### config.mk
export PLATFORM = sky130hd
export DESIGN_NAME = jtag_host_flat
export DESIGN_NICKNAME = d
export VERILOG_FILES = /design/src/rtl/jtag_host_if.sv /design/src/rtl/jtag_host.sv /design/src/flat_wrapper.sv
export SDC_FILE = /design/constraint.sdc
export NUM_CORES = 1
export LEC_CHECK = 0
export CORE_MARGIN = 3
export CORE_UTILIZATION = 28
export CTS_CLUSTER_DIAMETER = 30
export DETAILED_ROUTE_END_ITERATION = 16
export PLACE_DENSITY = 0.53
export SETUP_SLACK_MARGIN = 0.3
export SKIP_LAST_GASP = 1
export SLEW_MARGIN = 25
export SYNTH_ARGS = -nofsm -noshare
export SYNTH_HDL_FRONTEND = slang
export SYNTH_SLANG_ARGS = --single-unit
### constraint.sdc
create_clock -name i_clk -period 8.77 [get_ports i_clk]
set_clock_uncertainty 0.15 [all_clocks]
set_input_delay 1.754 -clock i_clk [delete_from_list [all_inputs] [get_ports i_clk]]
set_output_delay 1.754 -clock i_clk [all_outputs]
set_load 0.05 [all_outputs]
### src/rtl/jtag_host_if.sv
// jtag_host_if: command/response handshake between a scan initiator
// and the jtag_host driver (master issues scans, slave runs them).
interface jtag_host_if #(
  parameter int REG_W = 8
);
  logic             i_valid;
  logic             o_ready;
  logic             i_isIr;
  logic             i_tapReset;
  logic [REG_W-1:0] i_data;
  logic             o_rspValid;
  logic [REG_W-1:0] o_rspData;

  modport master (
    output i_valid, i_isIr, i_tapReset, i_data,
    input  o_ready, o_rspValid, o_rspData
  );

  modport slave (
    input  i_valid, i_isIr, i_tapReset, i_data,
    output o_ready, o_rspValid, o_rspData
  );
endinterface

### src/rtl/jtag_host.sv
// jtag_host: host-side JTAG driver running IR/DR scans and TAP resets.
// Optional JTAG_HOST_TRST_EN: adds o_trst_n, low for 2 TCK periods of reset.
module jtag_host #(
  parameter int REG_W   = 8,
  parameter int CLK_DIV = 4
) (
  input  logic       i_clk,
  input  logic       i_rst_n,
  jtag_host_if.slave cmd,
  output logic       o_tck,
  output logic       o_tms,
  output logic       o_tdi,
`ifdef JTAG_HOST_TRST_EN
  output logic       o_trst_n,
`endif
  input  logic       i_tdo
);

  localparam int DW = $clog2(CLK_DIV);
  localparam int IW = (REG_W > 1) ? $clog2(REG_W) : 1;
`ifdef JTAG_HOST_TRST_EN
  localparam int INIT_N = 8;
`else
  localparam int INIT_N = 6;
`endif
  localparam logic [DW-1:0] DMAX = DW'(CLK_DIV - 1);

  typedef enum logic [2:0] {
    INIT, IDLE, PRE, SHIFT, POST, DONE
  } st_e;

  st_e              st_q, st_d, nst;
  logic [DW-1:0]    div_q, div_d;
  logic             hi_q, hi_d;
  logic [15:0]      per_q, per_d, nper, last;
  logic             ir_q, ir_d, ir_s;
  logic [REG_W-1:0] dat_q, dat_d, dat_s;
  logic [REG_W-1:0] sh_q, sh_d;
  logic [REG_W-1:0] rsp_q, rsp_d;
  logic             tck_q, tck_d;
  logic             tms_q, tms_d;
  logic             tdi_q, tdi_d;
  logic             go;
`ifdef JTAG_HOST_TRST_EN
  logic             trst_q, trst_d;
`endif

  // State and output registers; reset parks the divider at a period end
  // so INIT's first period starts on the first edge after release.
  always_ff @(posedge i_clk or negedge i_rst_n) begin
    if (!i_rst_n) begin
      st_q   <= INIT;
      div_q  <= DMAX;
      hi_q   <= 1'b1;
      per_q  <= '1;
      ir_q   <= 1'b0;
      dat_q  <= '0;
      sh_q   <= '0;
      rsp_q  <= '0;
      tck_q  <= 1'b0;
      tms_q  <= 1'b1;
      tdi_q  <= 1'b0;
`ifdef JTAG_HOST_TRST_EN
      trst_q <= 1'b0;
`endif
    end else begin
      st_q   <= st_d;
      div_q  <= div_d;
      hi_q   <= hi_d;
      per_q  <= per_d;
      ir_q   <= ir_d;
      dat_q  <= dat_d;
      sh_q   <= sh_d;
      rsp_q  <= rsp_d;
      tck_q  <= tck_d;
      tms_q  <= tms_d;
      tdi_q  <= tdi_d;
`ifdef JTAG_HOST_TRST_EN
      trst_q <= trst_d;
`endif
    end
  end

  // Next state: divider, period sequencing, TMS/TDI per period, TDO capture.
  always_comb begin
    st_d  = st_q;
    div_d = div_q;
    hi_d  = hi_q;
    per_d = per_q;
    ir_d  = ir_q;
    dat_d = dat_q;
    sh_d  = sh_q;
    rsp_d = rsp_q;
    tck_d = tck_q;
    tms_d = tms_q;
    tdi_d = tdi_q;
`ifdef JTAG_HOST_TRST_EN
    trst_d = trst_q;
`endif
    nst   = st_q;
    nper  = per_q;
    go    = 1'b0;
    ir_s  = ir_q;
    dat_s = dat_q;
    unique case (st_q)
      INIT:    last = 16'(INIT_N - 1);
      PRE:     last = ir_q ? 16'd3 : 16'd2;
      SHIFT:   last = 16'(REG_W - 1);
      default: last = 16'd1;
    endcase
    if (st_q == IDLE || st_q == DONE) begin
      st_d = IDLE;
      if (cmd.i_valid) begin
        go    = 1'b1;
        ir_s  = cmd.i_isIr;
        dat_s = cmd.i_data;
        ir_d  = cmd.i_isIr;
        dat_d = cmd.i_data;
        nst   = cmd.i_tapReset ? INIT : PRE;
        nper  = 16'd0;
      end
    end else if (div_q == DMAX) begin
      if (!hi_q) begin
        tck_d = 1'b1;
        hi_d  = 1'b1;
        div_d = '0;
        if (st_q == SHIFT) sh_d[per_q[IW-1:0]] = i_tdo;
      end else begin
        go = 1'b1;
        if (per_q == last) begin
          nper = 16'd0;
          unique case (st_q)
            INIT:    nst = IDLE;
            PRE:     nst = SHIFT;
            SHIFT:   nst = POST;
            default: nst = DONE;
          endcase
        end else begin
          nper = per_q + 16'd1;
        end
      end
    end else begin
      div_d = div_q + DW'(1);
    end
    if (go) begin
      st_d  = nst;
      per_d = nper;
      div_d = '0;
      hi_d  = 1'b0;
      tck_d = 1'b0;
      tdi_d = 1'b0;
      unique case (nst)
        INIT: begin
          tms_d = (nper != 16'(INIT_N - 1));
`ifdef JTAG_HOST_TRST_EN
          trst_d = (nper >= 16'd2);
`endif
        end
        PRE:   tms_d = ir_s ? (nper < 16'd2) : (nper == 16'd0);
        SHIFT: begin
          tms_d = (nper == 16'(REG_W - 1));
          tdi_d = dat_s[nper[IW-1:0]];
        end
        POST:    tms_d = (nper == 16'd0);
        default: tms_d = tms_q;
      endcase
      if (nst == DONE) rsp_d = sh_q;
    end
  end

  assign o_tck          = tck_q;
  assign o_tms          = tms_q;
  assign o_tdi          = tdi_q;
  assign cmd.o_ready    = (st_q == IDLE) || (st_q == DONE);
  assign cmd.o_rspValid = (st_q == DONE);
  assign cmd.o_rspData  = rsp_q;
`ifdef JTAG_HOST_TRST_EN
  assign o_trst_n       = trst_q;
`endif

endmodule

### src/flat_wrapper.sv
// flat-port wrapper written by rule: the top's interface ports become plain ports
module jtag_host_flat 
#(
  parameter int REG_W   = 8,
  parameter int CLK_DIV = 4
)
  (i_clk, i_rst_n, o_tck, o_tms, o_tdi, i_tdo, cmd_i_valid, cmd_i_isIr, cmd_i_tapReset, cmd_i_data, cmd_o_ready, cmd_o_rspValid, cmd_o_rspData);
  jtag_host_if #(.REG_W(REG_W)) cmd_i ();
  input  logic i_clk;
  input  logic i_rst_n;
  output logic o_tck;
  output logic o_tms;
  output logic o_tdi;
  input  logic i_tdo;
  input wire logic [$bits(cmd_i.i_valid)-1:0] cmd_i_valid;
  input wire logic [$bits(cmd_i.i_isIr)-1:0] cmd_i_isIr;
  input wire logic [$bits(cmd_i.i_tapReset)-1:0] cmd_i_tapReset;
  input wire logic [$bits(cmd_i.i_data)-1:0] cmd_i_data;
  output wire logic [$bits(cmd_i.o_ready)-1:0] cmd_o_ready;
  output wire logic [$bits(cmd_i.o_rspValid)-1:0] cmd_o_rspValid;
  output wire logic [$bits(cmd_i.o_rspData)-1:0] cmd_o_rspData;
  assign cmd_i.i_valid = cmd_i_valid;
  assign cmd_i.i_isIr = cmd_i_isIr;
  assign cmd_i.i_tapReset = cmd_i_tapReset;
  assign cmd_i.i_data = cmd_i_data;
  assign cmd_o_ready = cmd_i.o_ready;
  assign cmd_o_rspValid = cmd_i.o_rspValid;
  assign cmd_o_rspData = cmd_i.o_rspData;
  jtag_host #(.REG_W(REG_W), .CLK_DIV(CLK_DIV)) u_core (.i_clk(i_clk), .i_rst_n(i_rst_n), .cmd(cmd_i), .o_tck(o_tck), .o_tms(o_tms), .o_tdi(o_tdi), .i_tdo(i_tdo));
endmodule
==> metrics.md, run 1 <==
| Metric | Value |
|---|---|
| Outcome | `completed` |
| Clk root buf | `clkbuf_8` |
| Warnings, synthesis | `0` |
| CTS Sinks | `50` |
| Commonest non-fill, non-tap cell in the layout | `nand2_1` |
| Setup bufs post-CTS | `0` |
| Worst-Margin Slew | `678 ps` |
| Post-route ant nets | `0` |
| CP Launch Type | `flop` |
| Max_slew headroom | `a little over half` |
| Via count | `2516` |
| Hold Crit Class | `flop to flop` |
| Grt ovf | `0` |
| Fillers | `1112` |
| Nets | `363` |
| P_sw | `365 µW` |
| GPL Wtd Cong | `approximately 0.85` |
| Floorplan core area | `0.0104 mm²` |
| Post-synth ARST share | `100%` |
| Post-CTS sizing | `0` |
| First-pass GRT wire length | `11.9 mm` |
| Design internal power | `between 500 and 600 µW` |
| Synthesized area | `0.00299 mm²` |
| DR vias/cell | `5.20` |
| CTS tree | `done` |
| Routing usage on met1 | `17.2%` |
| Buffers on Ports | `26` |
| Number of synthesized flops with an enable pin | `0` |
| Sw Ratio | `slightly below 40%` |
| Cts-stage hold buffer count | `0` |
| Crit path buf inv count | `2` |
| Max frequency | `203 MHz` |
| Final worst-path cycle share | `56.3%` |
| CTS Buf Count | `5` |
| WL final | `6.99 mm` |
| Clock latency on the worst-skew pair | `310 ps` |
| Gr busiest metal | `met2` |
| Area share of the largest cell type after synthesis | `25.1%` |
| CTS Buffer Depth | `2` |
| Crit end category | `output pin` |
| Prevailing post-synth register cell | `dfrtp_1` |
| Synth area leader | `dfrtp_1` |
| Clk slew on worst S/H paths | `90 ps` |
| Iter 0 DRT Violations | `110` |
| Data required time of the critical path | `6870 ps` |
| Largest net degree at the start of global routing | `51` |
| All-Layer GR Usage | `12.4%` |
| R2R setup slack | `4860 ps` |
| N_diodes | `0` |
| Drt wl/cell | `14.4 µm` |
| Crit Path Max Fanout | `19` |
| Die Span X | `around 110 µm` |
| Vias in the first global route | `2438` |
| H-Tree Level Count | `2` |
| Io pins | `27` |
| Share of post-route cells with drive strength above 1 | `14.7%` |
| DRC | `0` |
| Initial antenna violation count | `0` |
| Post-Place Cell Area | `0.00333 mm²` |
| Worst path slowest cell | `clkdlybuf4s50_1` |
| VDD IR max | `0.105 mV` |
| Fin area | `approximately 0.0035 mm²` |
| Final worst path period need | `4940 ps` |
| Cell count after synthesis | `332` |
| Synthesized Nets | `348` |
| Routing usage on met2 | `between 10% and 20%` |
| Final hold vios | `0` |
| Die area | `0.0120 mm²` |
| Clock power frac | `20.8%` |
| Most frequent cells in the layout | `nand2_1 (55), nor2_1 (35), dfrtp_1 (30), clkdlybuf4s50_1 (25), o21ai_0 (21)` |
| CP arrival | `3030 ps` |
| Drt pass-1 iters | `4` |
| Fin Setup TNS | `0 ps` |
| Sequential area share after synthesis | `between 40% and 50%` |
| CP peak stage delay | `790 ps` |
| Placed cells | `476` |
| Starting density of the core | `28.9%` |
| Chip height | `109 µm` |
| Synth area leaders | `dfrtp_1 (25%), dfstp_2 (18%), nand2_1 (6.9%), nor2_1 (4.4%), o21ai_0 (3.5%)` |
| Fin cells | `484` |
| Final setup viols | `0` |
| Met3 Use GR | `2.70%` |
| Final slew viol count | `0` |
| Yosys cell types | `57` |
| RSZ-0062 raised after global routing | `false` |
| Yosys reg bits | `50` |
| PD cells | `272 mW/mm²` |
| CP Class | `flop to output pin` |
| CP Cell Sequence | `nand2b_1 > inv_1 > and2_1 > clkdlybuf4s50_1` |
| Rows | `37` |
| Leakage | `between 0.001 and 0.0015 µW` |
| Combinational fraction of design power | `36.9%` |
| Max-Cap Viols | `0` |
| Synthesized area per cell | `9.02 µm²` |
| Area Growth Syn to Fin | `15.8%` |
| Worst path top cell family by delay | `buffers and inverters` |
| HPWL Detailed | `5.00 mm` |
| Reg power frac | `42.3%` |
| Worst hold slack | `330 ps` |
[power groups by stage]
stage / Combinational (µW) / Clock (µW) / Sequential (µW)
floorplan: 289 / 0 / 373
global placement: 345 / 0 / 399
detailed placement: 350 / 0 / 399
CTS: 351 / 202 / 396
global route: 387 / 211 / 411
finish: 347 / 195 / 398
[cells by family after synthesis]
logic type / after synthesis / share of synthesized area [%]
compound gates: 61 / 13.9
xor+xnor: 7 / 2.05
fa+ha+maj: 2 / 0.836
buf+inv: 23 / 3.80
flops: 50 / 42.6
mux: 25 / 9.07
simple gates: 164 / 27.7
[worst paths after layout]
check | start | to | cells after the start
setup / recovery | u_core.st_q[0]$_DFFE_PN0P_ | cmd_o_rspValid | 4
hold / removal | u_core.dat_q[4]$_DFF_PN0_ | u_core.dat_q[4]$_DFF_PN0_ | 2
setup reg to reg | u_core.st_q[0]$_DFFE_PN0P_ | u_core.o_tms$_DFFE_PN1P_ | 9
hold reg to reg | u_core.dat_q[4]$_DFF_PN0_ | u_core.dat_q[4]$_DFF_PN0_ | 2
max in group asynchronous | i_rst_n | u_core.cmd.o_rspData[6]$_DFFE_PN0P_ | 2
min in group asynchronous | i_rst_n | u_core.sh_q[6]$_DFFE_PN0P_ | 2
[metrics by stage]
step           utilization (%)  worst slack, ps  power (µW)
6_report                  33.4             3830         941
2_1_floorplan                -             4950         662
3_3_place_gp              32.1             4240         745
4_1_cts                   33.4             3850         948
5_1_grt                   33.4             3600        1010
3_5_place_dp              32.1             4200         750
[worst register-to-register path, cell delays in order (launching register included)]
cell and delay (ps):
dfrtp_1 720, nand2b_1 440, inv_1 560, and2_1 590
nor2_1 280, o21ai_0 280, o211ai_1 120, a211oi_1 330
and4b_1 250, o221ai_1 100
[cell usage after synthesis (3+ instances only)]
cell type	instances
a21oi_1	10
and2_1	5
and3_1	3
and4b_1	3
buf_6	3
clkbuf_1	12
dfrtp_1	30
dfstp_2	20
inv_1	4
mux2_1	8
mux2_2	9
mux2i_1	8
nand2_1	55
nand2b_1	6
nand3_1	14
nand3b_1	4
nand4_1	3
nor2_1	35
nor3_1	9
nor4_1	8
o211ai_1	3
o21ai_0	21
o21ai_1	3
or3_1	3
or4_4	4
xnor2_1	4
xor2_1	3
[layout make-up]
cell class	count	area (µm²)	share of cell area (%)
Multi-Input combinational cell	259	1600	46.3
Sequential cell	50	1280	36.8
Tap cell	136	170	4.91
Timing Repair Buffer	27	263	7.58
Clock inverter	3	68.8	1.99
Inverter	4	15.0	0.433
Clock buffer	5	68.8	1.99
[sequential cells by signal, summed over array words and instances, names as in the netlist]
| signal | cells |
|---|---|
| u_core.ir_q | 1 |
| u_core.per_q | 16 |
| u_core.st_q | 3 |
| u_core.o_tdi | 1 |
| u_core.o_tms | 1 |
| u_core.sh_q | 8 |
| u_core.dat_q | 8 |
| u_core.o_tck | 1 |
| u_core.hi_q | 1 |
| u_core.div_q | 2 |
| u_core.cmd.o_rspData | 8 |
[per-layer routing]
layer | vias up | wire length, µm
met2 | 76 | 3140
met5 | - | 0
li1 | 1218 | -
met4 | 0 | 108
met3 | 14 | 371
met1 | 1208 | 3370
Note: power is estimated with default switching activity, not from simulation.
==> run 2: changes to the inputs <==
Clock period 8.77 ns to 5.2 ns, I/O delays scaled along.
==> metrics.md, run 2 (synthesis results as in run 1) <==
| Metric | Value |
|---|---|
| CTS Sinks | `50 (unchanged)` |
| Initial antenna violation count | `0 (unchanged)` |
| R2R setup slack | `1310 ps (-3550 ps)` |
| Crit end category | `output pin` |
| Share of post-route cells with drive strength above 1 | `14.7% (unchanged)` |
| Commonest non-fill, non-tap cell in the layout | `nand2_1` |
| WHS Endpoint | `u_core.dat_q[4]$_DFF_PN0_` |
| Hold Crit Class | `flop to flop` |
| Clk slew on worst S/H paths | `90 ps (about the same)` |
| Final worst-path cycle share | `80.7%` |
| R2r startpoint | `u_core.st_q[0]$_DFFE_PN0P_` |
| Grt ovf | `0 (unchanged)` |
| Nets | `363 (unchanged)` |
| R2R Path End | `u_core.o_tms$_DFFE_PN1P_` |
| Leakage | `0.00135 µW (-0.72%)` |
| Drt wl/cell | `14.7 µm (+1.6%)` |
| First-pass GRT wire length | `11.7 mm (-1.9%)` |
| Fin cells | `484 (unchanged)` |
| Placed cells | `476 (unchanged)` |
| Drt pass-1 iters | `4 (unchanged)` |
| Largest reg by FF count | `u_core.per_q` |
| Clk root buf | `clkbuf_8` |
| Worst-Margin Slew | `716 ps (+38.7 ps)` |
| Floorplan core area | `0.0104 mm² (unchanged)` |
| Max-Cap Viols | `0 (unchanged)` |
| Post-route ant nets | `0 (unchanged)` |
| Worst hold slack | `332 ps (+1.92 ps)` |
| Via count | `2466 (-2.0%)` |
| Max_slew headroom | `51.8% (-2.6 points)` |
| WL final | `7.10 mm (+1.6%)` |
| Outcome | `completed` |
| Buffers on Ports | `26 (unchanged)` |
| Iter 0 DRT Violations | `109 (-0.91%)` |
| Area Growth Syn to Fin | `14.9%` |
| DRC | `0 (unchanged)` |
| Fillers | `1119 (+0.63%)` |
| HPWL Detailed | `5.03 mm (+0.56%)` |
| Io pins | `27 (unchanged)` |
| PD cells | `447 mW/mm² (+65%)` |
| Post-CTS sizing | `0 (unchanged)` |
| Largest net degree at the start of global routing | `51 (unchanged)` |
| Starting density of the core | `28.9% (unchanged)` |
| Data required time of the critical path | `4010 ps (-2860 ps)` |
| Crit Path Max Fanout | `19 (unchanged)` |
| GPL Wtd Cong | `0.853 (+0.59%)` |
| Final worst path period need | `around 4200 ps` |
| Die Span X | `109 µm (unchanged)` |
| CTS Buffer Depth | `2 (unchanged)` |
| N_diodes | `0 (unchanged)` |
| CP Class | `flop to output pin` |
| Max reg flops | `16 (unchanged)` |
| CTS Buf Count | `5 (unchanged)` |
| Storage cell area | `0.00128 mm² (unchanged)` |
| Fin Setup TNS | `0 ps (unchanged)` |
| Rows | `37 (unchanged)` |
| RSZ-0062 raised after global routing | `false` |
| Reg2reg path depth | `9 (unchanged)` |
| DR vias/cell | `5.10 (-2.0%)` |
| Most frequent cells in the layout | `nand2_1 (55), nor2_1 (35), dfrtp_1 (30), clkdlybuf4s50_1 (25), o21ai_0 (21)` |
| Hold path cells | `2 (unchanged)` |
| VDD IR max | `0.164 mV (+56%)` |
| CTS tree | `done` |
| Setup bufs post-CTS | `0 (unchanged)` |
| CP arrival | `3010 ps (-20 ps)` |
| Max frequency | `between 200 and 250 MHz` |
| All-Layer GR Usage | `12.3% (-0.095 points)` |
| Final setup viols | `0 (unchanged)` |
| Multi-input gate area | `0.00160 mm² (unchanged)` |
| Chip height | `109 µm (unchanged)` |
| Cts-stage hold buffer count | `0 (unchanged)` |
| Final slew viol count | `0 (unchanged)` |
| H-Tree Level Count | `2 (unchanged)` |
| Clock latency on the worst-skew pair | `310 ps (about the same)` |
| Vias in the first global route | `2290 (-6.1%)` |
| Final hold vios | `0 (unchanged)` |
| Die area | `0.0120 mm² (unchanged)` |
| CP Launch Type | `flop` |
| Hold Startpoint | `u_core.dat_q[4]$_DFF_PN0_` |
## run 2: cell types whose count changed in the layout (fill, tap and decap cells not counted)
cell | before | now
bufinv_16 | 2 | 1
clkinv_4 | 1 | 0
clkinv_2 | 0 | 1
inv_6 | 0 | 1
## run 2: critical path, cell delays in order (launching register included)
cell and delay (ps):
dfrtp_1 720, nand2b_1 430, inv_1 560, and2_1 200
clkdlybuf4s50_1 790
## run 2: power breakdown
group	internal, µW	switching (µW)	total [µW]
clock	144	136	281
sequential	531	138	669
combinational	248	340	588
total	923	615	1540
## run 2: worst max path at each step
| stage | startpoint | endpoint | slack, ps | depth (start not counted) |
|---|---|---|---|---|
| 5_1_grt | u_core.st_q[0]$_DFFE_PN0P_ | cmd_o_rspValid | 790 | 4 |
| 6_report | u_core.st_q[0]$_DFFE_PN0P_ | cmd_o_rspValid | 1000 | 4 |
| 3_5_place_dp | u_core.st_q[0]$_DFFE_PN0P_ | u_core.o_tms$_DFFE_PN1P_ | 1350 | 9 |
| 3_3_place_gp | u_core.st_q[0]$_DFFE_PN0P_ | cmd_o_rspValid | 1400 | 4 |
| 2_1_floorplan | u_core.st_q[1]$_DFFE_PN0P_ | cmd_o_rspValid | 2100 | 4 |
| 4_1_cts | u_core.st_q[0]$_DFFE_PN0P_ | cmd_o_rspValid | 1010 | 4 |
## run 2: per-stage QoR
step / instance area (µm²) / worst slack, ps / total power, µW / utilization [%]
2_1_floorplan: 2990 / 2100 / 1120 / -
3_3_place_gp: 3330 / 1400 / 1250 / 32.1
3_5_place_dp: 3330 / 1350 / 1260 / 32.1
4_1_cts: 3440 / 1010 / 1550 / 33.2
5_1_grt: 3440 / 793 / 1650 / 33.2
6_report: 3440 / 1000 / 1540 / 33.2
## run 2: layout make-up
class | count | share of cell area, %
clock inverter | 3 | 1.27
inverter | 4 | 0.436
sequential | 50 | 37.1
timing repair buffer | 27 | 7.64
tap | 136 | 4.95
clock buffer | 5 | 2.00
multi-input combinational | 259 | 46.6
## run 2: layer usage
layer	share of wire, %	global-route usage [%]	up-vias	wire [µm]
met1	48	16.8	1183	3380
met2	46	19.6	66	3270
met3	5.2	2.58	7	370
met4	0.97	3.56	0	69
li1	-	-	1210	-
met5	0	0	-	0
